**src/rtl/gps_ack_peak.sv**
```systemverilog
// Per-lane acquisition peak tracker with sweep-end result FIFO (registered FWFT output).
// Optional macro GPS_ACK_SECOND_PEAK_EN adds second-peak tracking and the res_second port.
module gps_ack_peak #(
    parameter int INT_W      = 12,
    parameter int HALF       = 2048,
    parameter int FIFO_DEPTH = 8
) (
    input  logic             clk,
    input  logic             rst,
    input  logic             ack_start,
    input  logic             corr_complete,
    input  logic [9:0]       code_phase,
    input  logic [5:0]       sat0,
    input  logic [5:0]       sat1,
    input  logic [5:0]       sat2,
    input  logic [5:0]       sat3,
    input  logic [INT_W-1:0] integrator_0,
    input  logic [INT_W-1:0] integrator_1,
    input  logic [INT_W-1:0] integrator_2,
    input  logic [INT_W-1:0] integrator_3,
    input  logic [11:0]      threshold,
    output logic             res_valid,
    input  logic             res_ready,
    output logic [5:0]       res_sat,
    output logic [9:0]       res_phase,
    output logic [11:0]      res_peak,
    output logic             res_detect,
`ifdef GPS_ACK_SECOND_PEAK_EN
    output logic [11:0]      res_second,
`endif
    output logic             overflow
);
    localparam int AW = $clog2(FIFO_DEPTH);
    localparam logic [AW:0] FULL_CNT = (AW+1)'(FIFO_DEPTH);
    localparam logic signed [INT_W:0] HALF_S = (INT_W+1)'(HALF);

    typedef struct packed {
        logic [5:0]  sat;
        logic [9:0]  phase;
        logic [11:0] peak;
        logic        detect;
`ifdef GPS_ACK_SECOND_PEAK_EN
        logic [11:0] second;
`endif
    } rec_t;

    typedef enum logic [2:0] {S_IDLE, S_PUSH0, S_PUSH1, S_PUSH2, S_PUSH3} state_t;

    function automatic logic [11:0] mag_of(input logic [INT_W-1:0] v);
        logic signed [INT_W:0] d;
        logic        [INT_W:0] a;
        d = $signed({1'b0, v}) - HALF_S;
        a = d[INT_W] ? $unsigned(-d) : $unsigned(d);
        return 12'(a);
    endfunction

`ifdef GPS_ACK_SECOND_PEAK_EN
    function automatic logic adjacent(input logic [9:0] a, input logic [9:0] b);
        logic [9:0] d;
        d = a - b;
        return (d == 10'd0) || (d == 10'd1) || (d == 10'd1023);
    endfunction
`endif

    // Stage 0: rising-edge capture of corr_complete
    logic             cc_prev;
    logic             capture;
    logic [INT_W-1:0] integ_p0 [4];
    logic [5:0]       sat_p0 [4];

    assign capture = corr_complete & ~cc_prev;

    always_comb begin
        integ_p0[0] = integrator_0;
        integ_p0[1] = integrator_1;
        integ_p0[2] = integrator_2;
        integ_p0[3] = integrator_3;
        sat_p0[0]   = sat0;
        sat_p0[1]   = sat1;
        sat_p0[2]   = sat2;
        sat_p0[3]   = sat3;
    end

    // Stage 1: magnitudes and result phase
    logic        vld_p1;
    logic [9:0]  phase_p1;
    logic [11:0] mag_p1 [4];
    logic [5:0]  sat_p1 [4];

    always_ff @(posedge clk) begin
        if (rst) cc_prev <= 1'b0;
        else     cc_prev <= corr_complete;
        if (rst || ack_start) vld_p1 <= 1'b0;
        else                  vld_p1 <= capture;
        if (capture) begin
            phase_p1 <= code_phase - 10'd1;
            for (int i = 0; i < 4; i++) begin
                mag_p1[i] <= mag_of(integ_p0[i]);
                sat_p1[i] <= sat_p0[i];
            end
        end
    end

    // Stage 2: peak trackers
    logic [11:0] peak_p2 [4];
    logic [11:0] peak_nxt [4];
    logic [9:0]  pphase_p2 [4];
    logic [9:0]  pphase_nxt [4];
    logic        det_nxt [4];
`ifdef GPS_ACK_SECOND_PEAK_EN
    logic [11:0] second_p2 [4];
    logic [11:0] second_nxt [4];
`endif

    always_comb begin
        for (int i = 0; i < 4; i++) begin
            peak_nxt[i]   = peak_p2[i];
            pphase_nxt[i] = pphase_p2[i];
`ifdef GPS_ACK_SECOND_PEAK_EN
            second_nxt[i] = second_p2[i];
`endif
            if (phase_p1 == 10'd0) begin
                peak_nxt[i]   = mag_p1[i];
                pphase_nxt[i] = 10'd0;
`ifdef GPS_ACK_SECOND_PEAK_EN
                second_nxt[i] = 12'd0;
`endif
            end else if (mag_p1[i] > peak_p2[i]) begin
                peak_nxt[i]   = mag_p1[i];
                pphase_nxt[i] = phase_p1;
`ifdef GPS_ACK_SECOND_PEAK_EN
                if (!adjacent(phase_p1, pphase_p2[i])) second_nxt[i] = peak_p2[i];
`endif
            end
`ifdef GPS_ACK_SECOND_PEAK_EN
            else if (!adjacent(phase_p1, pphase_p2[i]) && (mag_p1[i] > second_p2[i])) begin
                second_nxt[i] = mag_p1[i];
            end
            det_nxt[i] = (peak_nxt[i] >= threshold) &&
                         ({1'b0, peak_nxt[i]} >= ({1'b0, second_nxt[i]} + {2'b00, second_nxt[i][11:1]}));
`else
            det_nxt[i] = (peak_nxt[i] >= threshold);
`endif
        end
    end

    always_ff @(posedge clk) begin
        for (int i = 0; i < 4; i++) begin
            if (rst || ack_start) begin
                peak_p2[i]   <= 12'd0;
                pphase_p2[i] <= 10'd0;
`ifdef GPS_ACK_SECOND_PEAK_EN
                second_p2[i] <= 12'd0;
`endif
            end else if (vld_p1) begin
                peak_p2[i]   <= peak_nxt[i];
                pphase_p2[i] <= pphase_nxt[i];
`ifdef GPS_ACK_SECOND_PEAK_EN
                second_p2[i] <= second_nxt[i];
`endif
            end
        end
    end

    // Sweep-end sequencer: latch the final records, then push lanes 0..3
    state_t      state, state_nxt;
    logic        sweep_end;
    logic        push;
    logic [1:0]  push_lane;
    rec_t        seq_rec [4];

    assign sweep_end = vld_p1 && (phase_p1 == 10'd1023) && (state == S_IDLE);

    always_ff @(posedge clk) begin
        if (rst || ack_start) state <= S_IDLE;
        else                  state <= state_nxt;
        if (sweep_end) begin
            for (int i = 0; i < 4; i++) begin
                seq_rec[i].sat    <= sat_p1[i];
                seq_rec[i].phase  <= pphase_nxt[i];
                seq_rec[i].peak   <= peak_nxt[i];
                seq_rec[i].detect <= det_nxt[i];
`ifdef GPS_ACK_SECOND_PEAK_EN
                seq_rec[i].second <= second_nxt[i];
`endif
            end
        end
    end

    always_comb begin
        state_nxt = state;
        push      = 1'b0;
        push_lane = 2'd0;
        unique case (state)
            S_IDLE:  if (sweep_end) state_nxt = S_PUSH0;
            S_PUSH0: begin push = 1'b1; push_lane = 2'd0; state_nxt = S_PUSH1; end
            S_PUSH1: begin push = 1'b1; push_lane = 2'd1; state_nxt = S_PUSH2; end
            S_PUSH2: begin push = 1'b1; push_lane = 2'd2; state_nxt = S_PUSH3; end
            S_PUSH3: begin push = 1'b1; push_lane = 2'd3; state_nxt = S_IDLE;  end
            default: state_nxt = S_IDLE;
        endcase
    end

    // Result FIFO; the output register trails the memory by one cycle
    rec_t          mem [FIFO_DEPTH];
    rec_t          out_rec;
    logic [AW-1:0] wr_ptr, rd_ptr;
    logic [AW:0]   count;
    logic          pop, full, wr_en, drop;

    assign pop   = res_valid & res_ready;
    assign full  = (count == FULL_CNT);
    assign wr_en = push & (~full | pop);
    assign drop  = push & full & ~pop;

    always_ff @(posedge clk) begin
        if (wr_en) mem[wr_ptr] <= seq_rec[push_lane];
    end

    always_ff @(posedge clk) begin
        if (rst || ack_start) begin
            wr_ptr    <= '0;
            rd_ptr    <= '0;
            count     <= '0;
            res_valid <= 1'b0;
            out_rec   <= '0;
            overflow  <= 1'b0;
        end else begin
            if (wr_en) wr_ptr <= wr_ptr + AW'(1);
            if (pop)   rd_ptr <= rd_ptr + AW'(1);
            count     <= count + (AW+1)'(wr_en) - (AW+1)'(pop);
            res_valid <= (count - (AW+1)'(pop)) != '0;
            out_rec   <= mem[rd_ptr + AW'(pop)];
            if (drop) overflow <= 1'b1;
        end
    end

    assign res_sat    = out_rec.sat;
    assign res_phase  = out_rec.phase;
    assign res_peak   = out_rec.peak;
    assign res_detect = out_rec.detect;
`ifdef GPS_ACK_SECOND_PEAK_EN
    assign res_second = out_rec.second;
`endif

endmodule
```
**config.mk**
```make
export PLATFORM = sky130hd
export DESIGN_NAME = gps_ack_peak
export DESIGN_NICKNAME = d
export VERILOG_FILES = /design/src/rtl/gps_ack_peak.sv
export SDC_FILE = /design/constraint.sdc
export NUM_CORES = 1
export LEC_CHECK = 0
export ABC_AREA = 1
export BUFFER_PORTS_ARGS = -buffer_cell sky130_fd_sc_hd__buf_4
export CORE_ASPECT_RATIO = 1.4
export CORE_MARGIN = 2
export CORE_UTILIZATION = 60
export CTS_CLUSTER_DIAMETER = 60
export CTS_CLUSTER_SIZE = 12
export DETAILED_ROUTE_END_ITERATION = 16
export PLACE_DENSITY = 0.78
export SLEW_MARGIN = 0
export SYNTH_ARGS = -nofsm -noshare
export SYNTH_HDL_FRONTEND = slang
export SYNTH_SLANG_ARGS = --single-unit
```
**constraint.sdc**
```tcl
create_clock -name clk -period 12.5 [get_ports clk]
set_input_delay 2.5 -clock clk [delete_from_list [all_inputs] [get_ports clk]]
set_output_delay 2.5 -clock clk [all_outputs]
set_load 0.01 [all_outputs]
```
# Word-level counts from Yosys, hierarchy flattened

Memory sizes are Yosys's and may differ from the RTL's. A register that Yosys moved wholly into a read port is not among the register bits.
Index checks and enable logic that the tools add are counted.

Reductions and logical operators: 7
Mux-type cells: 43
$lt $le $gt $ge: 8
Bitwise logic cells: 17
Eq/ne operators: 7
Add/sub/neg operators: 15

Operators with widths:

| cell                   | number |
|---|---|
| $mux 12                | 16 |
| $mux 10                | 12 |
| $sub 12x12->13 const B | 4 |
| $ge 12x12->1           | 4 |
| $gt 12x12->1           | 4 |
| $neg 12->12            | 4 |
| $mux 1                 | 12 |
| $pmux 3 s4             | 1 |
| $eq 10x10->1 const B   | 1 |
| $logic_not 10->1       | 1 |
| $sub 10x1->10 const B  | 1 |
| $or 1x1->1             | 9 |
| $sub 4x1->4            | 2 |
| $add 3x1->3 const B    | 2 |
| $eq 3x2->1 const B     | 2 |
| $pmux 2 s3             | 1 |
| $and 1x1->1            | 5 |
| $add 4x1->4            | 1 |
| $eq 4x4->1 const B     | 1 |
| $reduce_bool 4->1      | 1 |
| $reduce_or 4->1        | 1 |
| $add 3x1->3            | 1 |
| $eq 3x1->1 const B     | 1 |
| $eq 3x3->1 const B     | 1 |
| other kinds (6)        | 9 |

Input port bits: 99
Logic and storage cells: 112
Memories kept: 6
Bits in writable memories: 508
Output and inout bits: 31
Bits in registers: 27

Memories:

| name      | words | width | rd ports | clocked after Yosys merged registers in | wr ports | RTL line | text |
|---|---|---|---|---|---|---|---|
| mem       | 8     | 29    | 1        | 1                                       | 1        | 205      | `rec_t mem [FIFO_DEPTH];` |
| seq_rec   | 4     | 29    | 1        | 0                                       | 4        | 170      | `rec_t seq_rec [4];` |
| mag_p1    | 4     | 12    | 4        | 0                                       | 4        | 87       | `logic [11:0] mag_p1 [4];` |
| peak_p2   | 4     | 12    | 4        | 0                                       | 4        | 105      | `logic [11:0] peak_p2 [4];` |
| pphase_p2 | 4     | 10    | 4        | 0                                       | 4        | 107      | `logic [9:0] pphase_p2 [4];` |
| sat_p1    | 4     | 6     | 4        | 0                                       | 4        | 88       | `logic [5:0] sat_p1 [4];` |

# Depth between registers and ports, before layout

Gate-level depths: netlist (run 1).

Word-level depth: 6
Gate-level depth with buffers: 22
Mapped depth without buffers: 21

# Worst setup path before layout (run 1)

No wires, ideal clock.

Path kind: reg2reg
From: reg phase_p1[9]
To: mem seq_rec[0][0] in the netlist's numbering, enable pin
Setup slack: 3.140 ns
Required time: 11.766 ns
Arrival time: 8.626 ns
Path buffers: 0
Stages on the path, launching flop included: 5
Setup time: 0.734 ns
Period minus slack after synthesis: 9.360 ns
Cell sequence: edfxtp_1 > inv_1 > nor4_1 > nand3_1 > nor3_1

RTL lines:

| item                     | RTL line | text |
|---|---|---|
| start: declaration       | 86       | `logic [9:0] phase_p1;` |
| start signal: assignment | 96       | `phase_p1 <= code_phase - 10'd1;` |
| end: declaration         | 170      |  |

==> impl_metrics.toml, run 1 <==
[clock_tree]
post_cts_buffers = 0
cts_buffers = 53
post_cts_resized = 0
cts_tree = "built"
clock_sinks = 564
ctsLongestPathBuffers = 3
hold_buffers = 0
clock_latency_ps = 610
cts.clk_slew.worst_paths_ps = 60
cts_root_buffer = "clkbuf_16"
h-tree-depth = 2

[yosys]
yosysWarnings = 0
ys.flop_type = "edfxtp_1"
yosysSeqAreaShare_pct = 63.6
synth_top_family_by_area = "simple AND/OR/NAND/NOR gates"
ys_types = 39
postSynthAreaPerCell_um2 = 10.9
synth-simple-area-share_pct = 13.0
synth_nets = 2590
synthCells = 2378
synth_mux_area_share_pct = 1.12
synth-seq-cells = 564
synth_area_um2 = 25900
synthAdderAreaFrac_pct = 5.49
synth_edf_count = 518
synth_compound_gate_area_share_pct = 7.34
ys_async_sr_fraction_pct = 0
synthXorXnorAreaFrac_pct = 1.59

[placed_design]
io_buffers = 129
dp_hpwl_um = 35100
place.gp.congestion = 0.883

[routing]
vias = 17600
first_pass_iters = 9
drcViolationCount = 0
ant_nets = 0
wirelength_um = 55900
met1_length_um = 21400
route.met2.wl_um = 28600
highest_layer = "met4"
wl_met3_um = 3540
wl_per_cell_um = 18.2
viasPerCell = 5.73
drtIter0Drc = 1664

[sta]
fin_worst_skew_ps = 19.8
holdWs_ps = 405
grt_setup_unrepaired = "no"
hold_viol = 0
max_slew_margin_pct = 18.7
tightest_slew_ps = 1220
layout_min_cycle_time_ps = 4630
tns_ps = 0
drv_slew = 0
max_freq_mhz = 216
setup_viol_count_final = 0
fin_crit_sh_pct = 37.1

[worst_setup_path]
cpMaxStageDelayCell = "nand2_1"
cp_cell_sequence = "ha_1, nand2_1, inv_1, nand2_1, inv_1, nand2_1, nand3_1, nand2_1, nand2_2, nand2_1, nand2_1, ha_1, o21ai_0, a21boi_0, o21ai_0, nand2_1, nand2_1, o211ai_1"
cp_common_cell = "nand2_1"
reg2reg_to = "seq_rec[2][0]$_DFFE_PP_"
cp.required_ps = 12840
cp_data_arrival_time_ps = 4970
reg2reg_depth = 18
crit_cells = 18
crit_family = "simple AND/OR/NAND/NOR gates"
cp-start-kind = "flip-flop"
r2r-start = "mag_p1[2][11]$_DFFE_PP_"
critPathCaptureType = "flip-flop"
worst-path-buf-inv = 2
path_max_fanout = 23
r2r_slack_ps = 7870
max_stage_delay_ps = 1060
crit_type = "flip-flop to flip-flop"

[floorplanning]
rows = 90
core_um2 = 42900
die_area_um2 = 44900
die_w_um = 180
die_h_um = 250
start_util_pct = 60.4
ios = 130

[layout]
drive_gt1_share_pct = 9.93
area_delta_synth_final_pct = 11.1
diodes = 0
final_nets = 2694
fin_util_pct = 67.1

[worst_hold_path]
holdPathEnd = "seq_rec[3][24]$_DFFE_PP_"
hp-class = "flip-flop to flip-flop"
hp-start = "sat_p1[3][1]$_DFFE_PP_"
min_path_cells = 0

[job]
maxCapViolations = 0

[grt]
globalRouteTotalUtil_pct = 24.6
first_global_vias = 17500
grt_max_degree = 117
grt_remaining_overflow = 0
grt_pass1_wl_um = 88400
antenna_found_initial = 0

[pwr]
power_density_nw_per_um2 = 138
peakVddDrop_uv = 108
power.leakage_nw = 11.8

[run_status]
run_status = "complete, no violations"
==> power breakdown <==
group          switching [mW]  total (mW)  leakage [nW]  internal [mW]
Combinational           0.244       0.373          5.81          0.129
Clock                   0.677        1.47         0.727          0.794
Sequential             0.0160        2.12          5.28           2.10
==> cell type report <==
type                    count  area (µm²)
well taps                 552         691
flip-flops and latches    564       16500
fillers                  3084       14100
multi-input cells        1319        7470
repair buffers            151        1130
inverters                 393        1480
clock inverters             5        83.8
clock buffers              85        1450
==> kinds of logic (layout without fill, tap and decap cells) <==
family                     Yosys count  count (layout)
AOI/OAI and AO/OA                  317             317
xor gates and xnor gates            47              47
adders and majority gates          113             113
buffers and inverters              495             634
DFF                                564             564
muxes                               29              29
and+or+nand+nor                    813             813
==> state kept, by name (all words and copies together) (netlist names) <==
signal,flops
res_sat,6
phase_p1,10
res_detect,1
overflow,1
mag_p1,48
wr_ptr,3
res_valid,1
peak_p2,48
res_peak,12
vld_p1,1
mem,232
cc_prev,1
state,3
res_phase,10
seq_rec,116
pphase_p2,40
sat_p1,24
count,4
rd_ptr,3
==> through the flow <==
step,power [mW],setup slack [ps],instances,area (µm²)
final,3.96,7870,3069,28800
after detailed placement,2.52,7270,2979,27200
after global placement,2.50,7420,2979,27200
after floorplan,2.40,3140,2378,25900
after CTS,3.97,7870,3069,28800
after global routing,4.10,7530,3069,28800
==> worst max-delay path by stage <==
| stage | startpoint | end | slack, ps |
|---|---|---|---|
| after global placement | res_ready | res_sat[0]$_SDFF_PP0_ | 7420 |
| after floorplan | phase_p1[9]$_DFFE_PP_ | seq_rec[0][0]$_DFFE_PP_ | 3140 |
| after global routing | mag_p1[2][11]$_DFFE_PP_ | seq_rec[2][0]$_DFFE_PP_ | 7530 |
| final | mag_p1[2][11]$_DFFE_PP_ | seq_rec[2][0]$_DFFE_PP_ | 7870 |
| after CTS | mag_p1[2][11]$_DFFE_PP_ | seq_rec[2][0]$_DFFE_PP_ | 7870 |
| after detailed placement | res_ready | res_phase[0]$_SDFF_PP0_ | 7270 |
==> worst register-to-register path, delay by kind of cell (launching register included) <==
| kind | cells | cell delay (ps) |
|---|---|---|
| AND/OR/NAND/NOR | 10 | 2700 |
| buffers and inverters | 2 | 100 |
| adder cells (fa/ha/maj) | 2 | 630 |
| flip-flops | 1 | 420 |
| AO/OA/AOI/OAI | 4 | 530 |
==> cell usage in the layout (no fill, tap or decap), types with 9 or more instances in the layout <==
cell type	n
a21oi_1	63
buf_4	151
clkbuf_1	32
clkbuf_16	53
dfxtp_1	46
edfxtp_1	518
ha_1	110
inv_1	388
mux2i_1	29
nand2_1	260
nand2_2	11
nand3_1	155
nor2_1	329
nor2_2	9
nor3_1	20
o21ai_0	126
o21ai_1	15
o22ai_1	29
o32ai_1	58
xnor2_1	12
xor2_1	34
==> Yosys cell counts, types with 2 or more instances <==
master	number	share of area [%]
nand4_1	6	0.14
o21ai_1	15	0.29
o22ai_1	29	0.70
inv_1	388	5.6
buf_6	13	0.56
o211ai_1	3	0.087
xor2_1	35	1.2
mux2i_1	29	1.1
o21ai_2	2	0.068
a31oi_1	8	0.19
clkbuf_1	37	0.54
o21ai_0	126	2.4
buf_2	39	0.75
a221oi_1	3	0.10
ha_1	112	5.4
nand3_1	156	3.0
nand2_1	262	3.8
or2_2	8	0.19
nor4_1	8	0.19
a21boi_0	5	0.14
dfxtp_1	46	3.6
inv_2	4	0.058
xnor2_1	12	0.41
buf_4	11	0.32
nor3_1	21	0.41
nor2_1	339	4.9
edfxtp_1	518	60
a21o_1	4	0.12
o32ai_1	58	2.0
a21oi_1	63	1.2
nand2_2	10	0.24
==> per-layer routing <==
layer  vias to the layer above  track usage, %
li1                       8287               -
met1                      8436            30.3
met2                       705            43.3
met3                       158            3.22
met4                         0            11.4
met5                         -               0
(Power assumes the default switching activity.)
==> run 2: changes to the inputs <==
CORE_UTILIZATION = 56   (was 60)
PLACE_DENSITY = 0.77   (was 0.78)
clock period = 4.2 ns   (was 12.5 ns; I/O delays follow)
==> impl_metrics.toml, run 2 (synthesis results as in run 1) <==
[layout]
layout_commonest_cell = "edfxtp_1"
fin_util_pct = 63.3
diodes = 0
drive_gt1_share_pct = 10.7
largest_register_ffs = 232
most-common-layout-cells = "edfxtp_1 (518), inv_1 (388), nor2_1 (329)"
final_cells = 3146
area_delta_synth_final_pct = 12.0
reg_top3 = "mem x232, seq_rec x116"
final_nets = 2714
regMostFlops = "mem"
final_cell_area_um2 = 29000

[routing]
viasPerCell = 5.60
ant_nets = 0
wl_per_cell_um = 18.4
first_pass_iters = 7
drtIter0Drc = 1528
wirelength_um = 58000
drcViolationCount = 0
vias = 17600

[worst_setup_path]
path_max_fanout = 22
critPathCaptureType = "flip-flop"
cp-start-kind = "flip-flop"
cp_data_arrival_time_ps = 3960
cp.required_ps = 4510
crit_type = "flip-flop to flip-flop"

[clock_tree]
post_cts_resized = 0
cts_tree = "built"
clock_latency_ps = 600
cts_root_buffer = "clkbuf_16"
cts_buffers = 53
h-tree-depth = 2
ctsLongestPathBuffers = 3
post_cts_buffers = 0
hold_buffers = 0
cts.clk_slew.worst_paths_ps = 60
clock_sinks = 564

[grt]
grt_pass1_wl_um = 91900
grt_util_met1_pct = 29.6
first_global_vias = 17700
use_met3_pct = 2.88
grt_max_degree = 117
grt_remaining_overflow = 0
globalRouteTotalUtil_pct = 24.6
busiest_layer = "met2"
antenna_found_initial = 0
use_met2_pct = 44.1

[placed_design]
dp_cells = 3064
dpl_cell_area_um2 = 27500
dp_slack_ps = 583
place.gp.congestion = 0.903
dp_hpwl_um = 38900
io_buffers = 129

[sta]
setup_slack_ps = 552
max_freq_mhz = 274
tightest_slew_ps = 1150
setup_viol_count_final = 0
max_slew_margin_pct = 22.9
holdWs_ps = 402
grt_setup_unrepaired = "no"
hold_viol = 0
fin_crit_sh_pct = 86.8
tns_ps = 0
layout_min_cycle_time_ps = 3650
fin_worst_skew_ps = 24.5
drv_slew = 0

[floorplanning]
start_util_pct = 56.5
core_um2 = 45800
rows = 93
die_w_um = 186
die_area_um2 = 48000
ios = 130
die_h_um = 259

[worst_hold_path]
hp-class = "flip-flop to flip-flop"

[pwr]
power_density_nw_per_um2 = 405
power_mw = 11.7
power.leakage_nw = 11.9
peakVddDrop_uv = 328

[job]
maxCapViolations = 0

[run_status]
run_status = "complete, no violations"
[run 2: layout make-up]
| class | count | area [µm²] |
|---|---|---|
| clock buffer | 76 | 1410 |
| clock inverter | 6 | 83.8 |
| fill | 3580 | 16800 |
| inverter | 393 | 1480 |
| multi-input combinational | 1319 | 7480 |
| sequential | 564 | 16500 |
| tap | 617 | 772 |
| timing repair buffer | 171 | 1320 |
[run 2: where the power goes]
part           internal [mW]  total (mW)  leakage [nW]  switching (mW)
Sequential              6.25        6.29          5.28          0.0429
Combinational          0.395        1.14          5.91           0.743
Clock                   2.33        4.31         0.718            1.98
[run 2: path summary, 6_finish.rpt]
| path | depth (start not counted) | startpoint | endpoint | slack (ps) |
|---|---|---|---|---|
| max | 18 | mag_p1[2][11]$_DFFE_PP_ | seq_rec[2][0]$_DFFE_PP_ | 550 |
| min | 0 | sat_p1[1][0]$_DFFE_PP_ | seq_rec[1][23]$_DFFE_PP_ | 400 |
| max reg2reg | 18 | mag_p1[2][11]$_DFFE_PP_ | seq_rec[2][0]$_DFFE_PP_ | 550 |
| min reg2reg | 0 | sat_p1[1][0]$_DFFE_PP_ | seq_rec[1][23]$_DFFE_PP_ | 400 |
[run 2: routing by layer]
| layer | up-vias | wire [µm] |
|---|---|---|
| li1 | 8315 | - |
| met1 | 8436 | 22000 |
| met2 | 713 | 30200 |
| met3 | 149 | 3440 |
| met4 | 0 | 2380 |
| met5 | - | 0 |
[run 2: critical path, stage by stage (launching register included)]
cell and delay (ps):
edfxtp_1 410, ha_1 320, nand2_1 90, inv_1 40, nand2_1 70, inv_1 50
nand2_1 60, nand3_1 400, nand2_1 250, buf_4 310, nand3_1 110, nand2_1 160
ha_1 260, o21ai_0 200, a21boi_0 120, o21ai_0 180, nand2_1 120, nand2_1 90
o211ai_1 120
